File: src/rtl/banana_pkg.sv
// banana_pkg
// Shared definitions for the object-position fetch path. The CPU software
// constants and the VGA side both use the position addresses defined here, so
// they stay in agreement.
//   - state_t        : fetch sequencer state encoding (2 bits)
//   - idx_t          : position-word index (3 bits, 0..5 legal)
//   - DEF_*          : default memory addresses of the six position words
//   - idx_next()     : successor index, table driven (no adder)
//   - idx_legal()    : high only for indices 0..5
package banana_pkg;

   typedef enum logic [1:0] {
      ST_IDLE   = 2'd0,
      ST_FETCH  = 2'd1,
      ST_DRAIN  = 2'd2,
      ST_COMMIT = 2'd3
   } state_t;

   localparam int NUM_POS_WORDS = 6;

   typedef logic [2:0] idx_t;

   localparam idx_t IDX_MX  = 3'd0;
   localparam idx_t IDX_MY  = 3'd1;
   localparam idx_t IDX_P1X = 3'd2;
   localparam idx_t IDX_P1Y = 3'd3;
   localparam idx_t IDX_P2X = 3'd4;
   localparam idx_t IDX_P2Y = 3'd5;

   localparam int unsigned DEF_MXP  = 6000;
   localparam int unsigned DEF_MYP  = 6004;
   localparam int unsigned DEF_P1XP = 6008;
   localparam int unsigned DEF_P1YP = 6012;
   localparam int unsigned DEF_P2XP = 6016;
   localparam int unsigned DEF_P2YP = 6020;

   function automatic idx_t idx_next(input idx_t i);
      case (i)
         IDX_MX:  idx_next = IDX_MY;
         IDX_MY:  idx_next = IDX_P1X;
         IDX_P1X: idx_next = IDX_P1Y;
         IDX_P1Y: idx_next = IDX_P2X;
         IDX_P2X: idx_next = IDX_P2Y;
         default: idx_next = IDX_MX;
      endcase
   endfunction

   function automatic logic idx_legal(input idx_t i);
      case (i)
         IDX_MX, IDX_MY, IDX_P1X, IDX_P1Y, IDX_P2X, IDX_P2Y: idx_legal = 1'b1;
         default: idx_legal = 1'b0;
      endcase
   endfunction

endpackage

File: src/rtl/pos_fetch_ctrl_if.sv
// pos_fetch_ctrl_if
// Bundle between the fetch sequencer, memory port A and the VGA renderer.
//   frame_start           : one-cycle pulse at start of vertical blank
//   addr_a / data_a       : memory port A read address / read data
//   mx,my,p1x,p1y,p2x,p2y : committed positions to the renderer
//   busy, done, overrun   : sequencer status
// master = sequencer side, slave = memory/renderer/timing side.
interface pos_fetch_ctrl_if #(
   parameter int WIDTH = 16
);
   logic             frame_start;
   logic [WIDTH-1:0] addr_a;
   logic [WIDTH-1:0] data_a;
   logic [WIDTH-1:0] mx;
   logic [WIDTH-1:0] my;
   logic [WIDTH-1:0] p1x;
   logic [WIDTH-1:0] p1y;
   logic [WIDTH-1:0] p2x;
   logic [WIDTH-1:0] p2y;
   logic             busy;
   logic             done;
   logic             overrun;

   modport master (
      input  frame_start, data_a,
      output addr_a, mx, my, p1x, p1y, p2x, p2y, busy, done, overrun
   );

   modport slave (
      output frame_start, data_a,
      input  addr_a, mx, my, p1x, p1y, p2x, p2y, busy, done, overrun
   );
endinterface

File: src/rtl/flopenr.sv
// flopenr
// Enabled register with synchronous active-high reset to zero.
//   i_clk, i_reset : clock, synchronous reset
//   i_en           : load enable
//   i_d / o_q      : data in / registered data out
module flopenr #(
   parameter int WIDTH = 16
) (
   input  logic             i_clk,
   input  logic             i_reset,
   input  logic             i_en,
   input  logic [WIDTH-1:0] i_d,
   output logic [WIDTH-1:0] o_q
);

   logic [WIDTH-1:0] r_q;

   always_ff @(posedge i_clk) begin
      if (i_reset)   r_q <= '0;
      else if (i_en) r_q <= i_d;
   end

   assign o_q = r_q;

endmodule

File: src/rtl/pos_tag_pipe.sv
// pos_tag_pipe
// READ_LATENCY-deep shift register of {valid, idx}. A tag pushed alongside an
// address emerges in the same cycle the memory returns that address's data.
//   i_clk, i_reset : clock, synchronous reset (flushes all tags)
//   i_vld, i_idx   : tag entering with the issued address
//   o_vld, o_idx   : tag aligned with data_a
module pos_tag_pipe
   import banana_pkg::*;
#(
   parameter int READ_LATENCY = 1
) (
   input  logic i_clk,
   input  logic i_reset,
   input  logic i_vld,
   input  idx_t i_idx,
   output logic o_vld,
   output idx_t o_idx
);

   logic r_vld [READ_LATENCY];
   idx_t r_idx [READ_LATENCY];

   always_ff @(posedge i_clk) begin
      if (i_reset) begin
         for (int i = 0; i < READ_LATENCY; i++) begin
            r_vld[i] <= 1'b0;
            r_idx[i] <= '0;
         end
      end else begin
         r_vld[0] <= i_vld;
         r_idx[0] <= i_idx;
         for (int i = 1; i < READ_LATENCY; i++) begin
            r_vld[i] <= r_vld[i-1];
            r_idx[i] <= r_idx[i-1];
         end
      end
   end

   assign o_vld = r_vld[READ_LATENCY-1];
   assign o_idx = r_idx[READ_LATENCY-1];

endmodule

File: src/rtl/pos_fetch_ctrl.sv
// pos_fetch_ctrl
// Once per frame, reads the six object-position words from memory port A into
// shadow registers, then commits all six to the renderer on a single edge so
// a frame never sees a partially updated position set.
//   clk, reset : system clock, synchronous active-high reset
//   bus        : pos_fetch_ctrl_if master (frame_start, memory port A,
//                committed positions, busy/done/overrun)
//
// state     | meaning
// ----------+--------------------------------------------------------------
// ST_IDLE   | waiting for frame_start, addr_a parked on MXP
// ST_FETCH  | issuing one read per cycle, idx 0..5
// ST_DRAIN  | waiting for the last read (P2Y) to return
// ST_COMMIT | copying shadows to outputs; done follows next cycle
module pos_fetch_ctrl
   import banana_pkg::*;
#(
   parameter int          WIDTH        = 16,
   parameter int          READ_LATENCY = 1,
   parameter int unsigned MXP          = DEF_MXP,
   parameter int unsigned MYP          = DEF_MYP,
   parameter int unsigned P1XP         = DEF_P1XP,
   parameter int unsigned P1YP         = DEF_P1YP,
   parameter int unsigned P2XP         = DEF_P2XP,
   parameter int unsigned P2YP         = DEF_P2YP
) (
   input  logic              clk,
   input  logic              reset,
   pos_fetch_ctrl_if.master  bus
);

   localparam logic [WIDTH-1:0] A_MX  = WIDTH'(MXP);
   localparam logic [WIDTH-1:0] A_MY  = WIDTH'(MYP);
   localparam logic [WIDTH-1:0] A_P1X = WIDTH'(P1XP);
   localparam logic [WIDTH-1:0] A_P1Y = WIDTH'(P1YP);
   localparam logic [WIDTH-1:0] A_P2X = WIDTH'(P2XP);
   localparam logic [WIDTH-1:0] A_P2Y = WIDTH'(P2YP);

   state_t           r_state, w_state_nxt;
   idx_t             r_idx, w_idx_nxt;
   logic             w_issue;
   logic             w_commit;
   logic [WIDTH-1:0] w_addr;
   logic             w_tag_vld;
   idx_t             w_tag_idx;
   logic             r_done;
   logic             r_overrun;
   logic [WIDTH-1:0] w_shadow [NUM_POS_WORDS];
   logic [WIDTH-1:0] w_pos    [NUM_POS_WORDS];

   always_ff @(posedge clk) begin
      if (reset) begin
         r_state <= ST_IDLE;
         r_idx   <= IDX_MX;
      end else begin
         r_state <= w_state_nxt;
         r_idx   <= w_idx_nxt;
      end
   end

   always_comb begin
      w_state_nxt = r_state;
      w_idx_nxt   = r_idx;
      case (r_state)
         ST_IDLE: begin
            if (bus.frame_start) begin
               w_state_nxt = ST_FETCH;
               w_idx_nxt   = IDX_MX;
            end
         end
         ST_FETCH: begin
            if (r_idx == IDX_P2Y) w_state_nxt = ST_DRAIN;
            else                  w_idx_nxt   = idx_next(r_idx);
         end
         ST_DRAIN: begin
            // Leave once the final read's tag lines up with data_a; this
            // takes exactly READ_LATENCY cycles after the last issue.
            if (w_tag_vld && (w_tag_idx == IDX_P2Y)) w_state_nxt = ST_COMMIT;
         end
         ST_COMMIT: w_state_nxt = ST_IDLE;
         default:   w_state_nxt = ST_IDLE;
      endcase
   end

   always_comb begin
      w_issue  = 1'b0;
      w_commit = 1'b0;
      w_addr   = A_MX;
      case (r_state)
         ST_IDLE: w_addr = A_MX;
         ST_FETCH: begin
            w_issue = idx_legal(r_idx);
            case (r_idx)
               IDX_MX:  w_addr = A_MX;
               IDX_MY:  w_addr = A_MY;
               IDX_P1X: w_addr = A_P1X;
               IDX_P1Y: w_addr = A_P1Y;
               IDX_P2X: w_addr = A_P2X;
               IDX_P2Y: w_addr = A_P2Y;
               default: w_addr = A_MX;
            endcase
         end
         ST_DRAIN: w_addr = A_P2Y;
         ST_COMMIT: begin
            w_addr   = A_P2Y;
            w_commit = 1'b1;
         end
         default: w_addr = A_MX;
      endcase
   end

   pos_tag_pipe #(
      .READ_LATENCY (READ_LATENCY)
   ) u_tag_pipe (
      .i_clk   (clk),
      .i_reset (reset),
      .i_vld   (w_issue),
      .i_idx   (r_idx),
      .o_vld   (w_tag_vld),
      .o_idx   (w_tag_idx)
   );

   for (genvar g = 0; g < NUM_POS_WORDS; g++) begin : g_pos
      flopenr #(.WIDTH(WIDTH)) u_shadow (
         .i_clk   (clk),
         .i_reset (reset),
         .i_en    (w_tag_vld && (w_tag_idx == idx_t'(g))),
         .i_d     (bus.data_a),
         .o_q     (w_shadow[g])
      );
      flopenr #(.WIDTH(WIDTH)) u_out (
         .i_clk   (clk),
         .i_reset (reset),
         .i_en    (w_commit),
         .i_d     (w_shadow[g]),
         .o_q     (w_pos[g])
      );
   end

   always_ff @(posedge clk) begin
      if (reset) begin
         r_done    <= 1'b0;
         r_overrun <= 1'b0;
      end else begin
         r_done <= w_commit;
         if (bus.frame_start && (r_state != ST_IDLE)) r_overrun <= 1'b1;
      end
   end

   assign bus.addr_a  = w_addr;
   assign bus.busy    = (r_state != ST_IDLE);
   assign bus.done    = r_done;
   assign bus.overrun = r_overrun;
   assign bus.mx      = w_pos[IDX_MX];
   assign bus.my      = w_pos[IDX_MY];
   assign bus.p1x     = w_pos[IDX_P1X];
   assign bus.p1y     = w_pos[IDX_P1Y];
   assign bus.p2x     = w_pos[IDX_P2X];
   assign bus.p2y     = w_pos[IDX_P2Y];

endmodule
File: src/flat_wrapper.sv
// flat-port wrapper written by rule: the top's interface ports become plain ports
module pos_fetch_ctrl_flat import banana_pkg::*;
#(
   parameter int          WIDTH        = 16,
   parameter int          READ_LATENCY = 1,
   parameter int unsigned MXP          = DEF_MXP,
   parameter int unsigned MYP          = DEF_MYP,
   parameter int unsigned P1XP         = DEF_P1XP,
   parameter int unsigned P1YP         = DEF_P1YP,
   parameter int unsigned P2XP         = DEF_P2XP,
   parameter int unsigned P2YP         = DEF_P2YP
)
  (clk, reset, bus_frame_start, bus_data_a, bus_addr_a, bus_mx, bus_my, bus_p1x, bus_p1y, bus_p2x, bus_p2y, bus_busy, bus_done, bus_overrun);
  pos_fetch_ctrl_if #(.WIDTH(WIDTH)) bus_i ();
  input  logic clk;
  input  logic reset;
  input wire logic [$bits(bus_i.frame_start)-1:0] bus_frame_start;
  input wire logic [$bits(bus_i.data_a)-1:0] bus_data_a;
  output wire logic [$bits(bus_i.addr_a)-1:0] bus_addr_a;
  output wire logic [$bits(bus_i.mx)-1:0] bus_mx;
  output wire logic [$bits(bus_i.my)-1:0] bus_my;
  output wire logic [$bits(bus_i.p1x)-1:0] bus_p1x;
  output wire logic [$bits(bus_i.p1y)-1:0] bus_p1y;
  output wire logic [$bits(bus_i.p2x)-1:0] bus_p2x;
  output wire logic [$bits(bus_i.p2y)-1:0] bus_p2y;
  output wire logic [$bits(bus_i.busy)-1:0] bus_busy;
  output wire logic [$bits(bus_i.done)-1:0] bus_done;
  output wire logic [$bits(bus_i.overrun)-1:0] bus_overrun;
  assign bus_i.frame_start = bus_frame_start;
  assign bus_i.data_a = bus_data_a;
  assign bus_addr_a = bus_i.addr_a;
  assign bus_mx = bus_i.mx;
  assign bus_my = bus_i.my;
  assign bus_p1x = bus_i.p1x;
  assign bus_p1y = bus_i.p1y;
  assign bus_p2x = bus_i.p2x;
  assign bus_p2y = bus_i.p2y;
  assign bus_busy = bus_i.busy;
  assign bus_done = bus_i.done;
  assign bus_overrun = bus_i.overrun;
  pos_fetch_ctrl #(.WIDTH(WIDTH), .READ_LATENCY(READ_LATENCY), .MXP(MXP), .MYP(MYP), .P1XP(P1XP), .P1YP(P1YP), .P2XP(P2XP), .P2YP(P2YP)) u_core (.clk(clk), .reset(reset), .bus(bus_i));
endmodule
File: config.mk
export PLATFORM = sky130hd
export DESIGN_NAME = pos_fetch_ctrl_flat
export DESIGN_NICKNAME = d
export VERILOG_FILES = /design/src/rtl/banana_pkg.sv /design/src/rtl/pos_fetch_ctrl_if.sv /design/src/rtl/flopenr.sv /design/src/rtl/pos_tag_pipe.sv /design/src/rtl/pos_fetch_ctrl.sv /design/src/flat_wrapper.sv
export SDC_FILE = /design/constraint.sdc
export NUM_CORES = 1
export LEC_CHECK = 0
export ABC_CLOCK_PERIOD_IN_PS = 2450
export BUFFER_PORTS_ARGS = -buffer_cell sky130_fd_sc_hd__buf_2
export CAP_MARGIN = 20
export CORE_MARGIN = 2
export CORE_UTILIZATION = 59
export DETAILED_ROUTE_END_ITERATION = 7
export PLACE_DENSITY = 0.84
export SLEW_MARGIN = 15
export SYNTH_ARGS = -nofsm -noshare
export SYNTH_HDL_FRONTEND = slang
export SYNTH_SLANG_ARGS = --single-unit
export TNS_END_PERCENT = 50
File: constraint.sdc
create_clock -name clk -period 2.45 [get_ports clk]
set_clock_uncertainty 0.15 [all_clocks]
set_input_delay 0.3675 -clock clk [delete_from_list [all_inputs] [get_ports clk]]
set_output_delay 0.3675 -clock clk [all_outputs]
set_load 0.02 [all_outputs]
==> flow_summary.yaml, run 1 <==
synth:
  synthCells: 824
  synthesis.area_um2: 7510
  syn-mean-instance-area_um2: 9.11
  synth_seq_cells: 203
  synth_warnings: 0
  synth_seq_area_share_pct: 54.1
  synth_cell_types: 35
finish:
  diodes: 0
  num-fill-cells: 996
  layout_commonest_cell: "dfxtp_1"
  utilization_pct: 70.0
  drive_gt1_share_pct: 18.7
  synthToLayoutAreaGrowth_pct: 16.7
  final_cell_mix: "dfxtp_1, nand2_1, buf_2"
  layout.nets: 939
  design_area_um2: 8760
power_and_ir_drop:
  ir_drop_uv: 706
  p_per_area_nw_per_um2: 836
  leakagePower_nw: 3.40
  combPwrFrac_pct: 13.2
  power_frac_seq_pct: 47.3
  p_clk_share_pct: 39.5
  switching_power_mw: 1.89
  internal-power_mw: 5.43
  power.share.switching_pct: 25.8
worst_setup_path:
  worst-endpoint-required_ps: 1930
  cp_max_fo: 11
  rrSetupSlack_ps: 540
  worstSetupPathType: "reg -> out"
  cp.arrival_ps: 1810
  endpoint_kind: "output pin"
  r2r_start: "u_core.u_tag_pipe.r_idx[0][0]$_SDFF_PP0_"
  r2r_end: "u_core.g_pos[3].u_shadow.o_q[0]$_SDFFE_PP0P_"
  cp-start-kind: "flop"
  crit_start: "u_core.r_idx[1]$_SDFFE_PP0P_"
  crit_path_end: "bus_addr_a[2]"
  r2r_cells: 3
drt:
  drtIter0Drc: 406
  drc: 0
  viasPerCell: 5.21
  drt-total-wl_mm: 16.9
  drtPass1Iterations: 4
  vias: 5713
  final_antenna_net_count: 0
  wl_per_cell_um: 15.4
clock_network:
  clkLatencyLatePin_ps: 470
  clockBufferDepth: 3
  htree_levels: 1
  clk_pin_slew_ps: 60
  ctsHoldBuffers: 0
  cts_buffers: 20
  cts_tree: "yes"
  cts_sinks: 203
  cts-root-buf: "clkbuf_16"
die:
  start_util_pct: 60.0
  die_h_um: 117
  ios: 134
  die_area_um2: 13600
  rows: 41
  die_width_um: 117
  core_um2: 12500
timing:
  hold_violations: 0
  drv_slew: 0
  setup-violations-final: 0
  tightest_slew_ps: 760
  tns_ps: 0
  fmax_ghz: 0.429
  period_share_pct: 95.1
  slew_headroom_pct: 49.0
  rsz0062_at_grt: "no"
  post-route-min-period_ps: 2330
status:
  status: "complete, no violations"
placed_design:
  place_area_um2: 8110
  gp_congestion: 0.759
  dp_hpwl_mm: 10.7
  portBuffers: 123
run:
  max-cap-violations: 0
global_route:
  grt_pass1_vias: 5166
  grt_first_pass_wirelength_mm: 26.1
  antenna_found_initial: 0
  grt_max_degree: 74
  grtUsageTotal_pct: 24.1
  grt_overflow_total: 0
min_path:
  hold_path.class: "in -> reg"
-- per-stage QoR --
stage	setup WS (ps)	hold slack, ps	instances	total power [mW]
detailed placement	462	297	1062	4.47
CTS	4.52	26.2	1097	7.33
floorplan	174	286	832	4.27
finish	120	27.8	1097	7.32
global placement	476	292	1062	4.45
global route	6.52	53.7	1097	7.59
-- sequential cells by signal (all words and copies together) (netlist names) --
name,flops
u_core.bus.done,1
u_core.bus.overrun,1
u_core.g_pos.u_out.o_q,96
u_core.g_pos.u_shadow.o_q,96
u_core.r_idx,3
u_core.r_state,2
u_core.u_tag_pipe.r_idx,3
u_core.u_tag_pipe.r_vld,1
-- what timing repair did --
action | CTS | global route
endpoints found under the setup margin | 1 | 4
resized for setup | 1 | 7
buffers inserted | 0 | 0
-- synthesized netlist by cell type --
library cell | number | area (um^2)
nor3_1 | 2 | 10.0
clkbuf_1 | 27 | 101
buf_1 | 1 | 3.75
a22o_1 | 1 | 8.76
mux2i_1 | 99 | 991
and4b_1 | 2 | 20.0
nor2b_1 | 4 | 25.0
nand3b_1 | 1 | 7.51
buf_6 | 3 | 33.8
a2111oi_0 | 1 | 8.76
or4b_1 | 1 | 10.0
nand4bb_1 | 3 | 33.8
nand2_1 | 195 | 732
buf_4 | 16 | 120
nor4b_4 | 1 | 23.8
nand2b_1 | 4 | 25.0
a211oi_1 | 1 | 7.51
buf_2 | 19 | 95.1
ha_1 | 8 | 100
and2_1 | 1 | 6.26
nand3_1 | 2 | 10.0
clkbuf_2 | 6 | 30.0
and4bb_2 | 3 | 37.5
mux2_2 | 1 | 11.3
nand4b_1 | 1 | 8.76
dfxtp_1 | 203 | 4060
o211ai_1 | 1 | 7.51
a221o_1 | 1 | 10.0
conb_1 | 2 | 7.51
and3_1 | 1 | 6.26
nor2_1 | 101 | 379
a21oi_1 | 102 | 510
nand4b_4 | 1 | 23.8
o21ai_0 | 3 | 15.0
inv_1 | 6 | 22.5
-- worst max-delay path, stage by stage, from the launching register on --
cell	delay [ps]
dfxtp_4	400
inv_1	70
ha_1	300
a21oi_1	150
o211ai_1	100
a21oi_1	160
buf_4	150
-- worst min-delay path by stage --
stage / from / endpoint / depth (start not counted) / slack, ps
2_1_floorplan: u_core.g_pos[0].u_shadow.o_q[0]$_SDFFE_PP0P_ / u_core.g_pos[0].u_shadow.o_q[0]$_SDFFE_PP0P_ / 2 / 290
3_3_place_gp: u_core.g_pos[0].u_shadow.o_q[8]$_SDFFE_PP0P_ / u_core.g_pos[0].u_shadow.o_q[8]$_SDFFE_PP0P_ / 2 / 290
3_5_place_dp: u_core.g_pos[2].u_shadow.o_q[0]$_SDFFE_PP0P_ / u_core.g_pos[2].u_shadow.o_q[0]$_SDFFE_PP0P_ / 2 / 300
4_1_cts: bus_frame_start / u_core.bus.overrun$_SDFFE_PP0P_ / 3 / 30
5_1_grt: bus_frame_start / u_core.bus.overrun$_SDFFE_PP0P_ / 3 / 50
6_report: bus_frame_start / u_core.bus.overrun$_SDFFE_PP0P_ / 3 / 30
-- routing by layer --
| metal | global-route usage [%] | up-vias | part of all wire (%) |
|---|---|---|---|
| met5 | 0 | - | 0 |
| met4 | 7.76 | 0 | 2.8 |
| met3 | 4.27 | 31 | 5.9 |
| met2 | 40.0 | 162 | 46 |
| met1 | 32.3 | 2667 | 45 |
| li1 | - | 2853 | - |
-- cells by family (layout without fill, tap and decap cells) --
kind of cell,Yosys count,in the layout,synth area share (%)
AOI/OAI and AO/OA,110,110,7.57
adders and majority gates,8,8,1.33
buffers and inverters,78,171,5.42
DFF,203,203,54.1
muxes,100,100,13.3
other,2,10,0.100
and+or+nand+nor,323,323,18.1
-- layout make-up --
| cell class | instances | area, um^2 | area share (%) |
|---|---|---|---|
| clock buffer | 29 | 596 | 6.80 |
| clock inverter | 6 | 36.3 | 0.414 |
| inverter | 6 | 22.5 | 0.257 |
| multi-input combinational | 551 | 3090 | 35.3 |
| sequential | 203 | 4070 | 46.5 |
| tap | 172 | 215 | 2.46 |
| timing repair buffer | 130 | 727 | 8.30 |
-- power by group through the flow --
stage	logic, mW	registers (mW)	clock network [mW]
after global placement	0.921	3.52	0
final	0.970	3.46	2.89
after global routing	1.05	3.47	3.08
after detailed placement	0.938	3.53	0
after floorplan	0.764	3.50	0
after CTS	0.942	3.46	2.93
Power figures use the tool's default switching activity.
==> inputs of run 2 (changes only) <==
--- a/config.mk
+++ b/config.mk
@@ -11,7 +11,9 @@
 export CORE_MARGIN = 2
 export CORE_UTILIZATION = 59
 export DETAILED_ROUTE_END_ITERATION = 7
+export MAX_ROUTING_LAYER = met4
 export PLACE_DENSITY = 0.84
+export SETUP_SLACK_MARGIN = 0.3
 export SLEW_MARGIN = 15
 export SYNTH_ARGS = -nofsm -noshare
 export SYNTH_HDL_FRONTEND = slang
==> flow_summary.yaml, run 2 (synthesis results as in run 1) <==
clock_network:
  clkLatencyLatePin_ps: 480
  cts_tree: "yes"
  clockBufferDepth: 3
  cts_buffers: 20
  ctsHoldBuffers: 0
  clk_pin_slew_ps: 60
  htree_levels: 1
  cts_sinks: 203
  cts-root-buf: "clkbuf_16"
min_path:
  hold_path.class: "in -> reg"
  hold_depth: 3
finish:
  layout.nets: 942
  drive_gt1_share_pct: 20.1
  layout.cells.non_filler: 1099
  final_cell_mix: "dfxtp_1, nand2_1, buf_2"
  layout_commonest_cell: "dfxtp_1"
  synthToLayoutAreaGrowth_pct: 17.9
  diodes: 0
worst_setup_path:
  cp.arrival_ps: 1600
  worst-endpoint-required_ps: 1930
  cp_max_fo: 2
  r2r_end: "u_core.g_pos[3].u_shadow.o_q[10]$_SDFFE_PP0P_"
  worstSetupPathType: "reg -> out"
  crit_path_end: "bus_addr_a[2]"
  crit_start: "u_core.r_idx[1]$_SDFFE_PP0P_"
  r2r_cells: 3
  cp-start-kind: "flop"
  rrSetupSlack_ps: 530
  endpoint_kind: "output pin"
  path_cells: "inv_2 -> ha_4 -> a21oi_2 -> o211ai_1 -> a21oi_1 -> buf_4"
  r2r_start: "u_core.u_tag_pipe.r_idx[0][0]$_SDFF_PP0_"
  slowest_delay_ps: 340
  crit_path_top_delay_cell: "dfxtp_4"
die:
  core_um2: 12500
  ios: 134
  die_width_um: 117
  rows: 41
  die_h_um: 117
  die_area_um2: 13600
  start_util_pct: 60.0
timing:
  fmax_ghz: 0.472
  period_share_pct: 86.5
  post-route-min-period_ps: 2120
  tightest_slew_ps: 770
  setup-violations-final: 0
  hold_violations: 0
  rsz0062_at_grt: "yes"
  slew_headroom_pct: 48.4
  tns_ps: 0
  drv_slew: 0
drt:
  wl_per_cell_um: 15.8
  top_layer_used: "met4"
  drt-total-wl_mm: 17.4
  viasPerCell: 5.26
  met3WireLength_mm: 1.07
  drc: 0
  drtIter0Drc: 471
  wl_met1_mm: 7.70
  final_antenna_net_count: 0
  vias: 5782
  dr_wl_met2_mm: 8.19
  drtPass1Iterations: 5
global_route:
  antenna_found_initial: 0
  grt_max_degree: 79
  grtUsageTotal_pct: 26.0
  grt_pass1_vias: 5272
  grt_overflow_total: 0
  grt_first_pass_wirelength_mm: 27.0
status:
  status: "complete, no violations"
placed_design:
  gp_congestion: 0.789
  placed_cells: 1062
  portBuffers: 123
  dp_hpwl_mm: 10.5
power_and_ir_drop:
  ir_drop_uv: 817
  leakagePower_nw: 3.43
  p_per_area_nw_per_um2: 849
run:
  max-cap-violations: 0
==> run 2: changes by cell type in the layout (fill, tap and decap cells not counted), sizes merged <==
cell / change
clkbuf: +1
clkinvlp: -1
clkinv: -1
buf: +3
==> run 2: cell type report <==
class,instances,area (um^2)
well taps,172,215
flip-flops and latches,203,4080
fillers,1004,3660
multi-input cells,551,3140
clock inverters,4,20.0
clock buffers,30,619
inverters,6,22.5
repair buffers,133,756
==> run 2: how the worst min path moves through the flow <==
stage / to / start / slack (ps)
6_report: u_core.bus.overrun$_SDFFE_PP0P_ / bus_frame_start / 40
5_1_grt: u_core.bus.overrun$_SDFFE_PP0P_ / bus_frame_start / 40
4_1_cts: u_core.bus.overrun$_SDFFE_PP0P_ / bus_frame_start / 30
3_5_place_dp: u_core.g_pos[0].u_shadow.o_q[4]$_SDFFE_PP0P_ / u_core.g_pos[0].u_shadow.o_q[4]$_SDFFE_PP0P_ / 300
3_3_place_gp: u_core.g_pos[1].u_shadow.o_q[13]$_SDFFE_PP0P_ / u_core.g_pos[1].u_shadow.o_q[13]$_SDFFE_PP0P_ / 290
2_1_floorplan: u_core.g_pos[0].u_shadow.o_q[0]$_SDFFE_PP0P_ / u_core.g_pos[0].u_shadow.o_q[0]$_SDFFE_PP0P_ / 290
==> run 2: report_power, final <==
group | total, mW | leakage, nW | internal, mW | switching (mW)
Sequential | 3.48 | 1.64 | 3.39 | 0.0900
Combinational | 1.10 | 1.47 | 0.443 | 0.658
Clock | 2.94 | 0.321 | 1.74 | 1.20
Total | 7.51 | 3.43 | 5.57 | 1.95
==> run 2: worst max-delay path: cells and delay by family, from the launching register on <==
kind / cells / cell delay (ps)
buffers and inverters: 2 / 230
adders and majority gates: 1 / 200
DFF: 1 / 340
AOI/OAI and AO/OA: 3 / 350
==> run 2: stage by stage <==
stage | instance area [um^2] | utilization, % | total power, mW | worst slack [ps] | hold slack (ps)
2_1_floorplan | 7540 | - | 4.27 | 395 | 286
3_3_place_gp | 8090 | 64.7 | 4.45 | 483 | 292
3_5_place_dp | 8090 | 64.7 | 4.46 | 395 | 296
4_1_cts | 8840 | 70.7 | 7.51 | 311 | 26.7
5_1_grt | 8850 | 70.7 | 7.79 | 251 | 38.7
6_report | 8850 | 70.7 | 7.51 | 330 | 44.3
==> run 2: repair_timing <==
item,CTS,global route
gates resized for setup,28,2
endpoints found under the setup margin,6,5
pin swaps,5,1
setup buffers,2,1
==> run 2: routing by layer <==
metal,track usage (%),up-vias
met5,-,-
met4,8.63,0
met3,4.63,32
met2,41.7,170
met1,33.7,2732
li1,-,2848
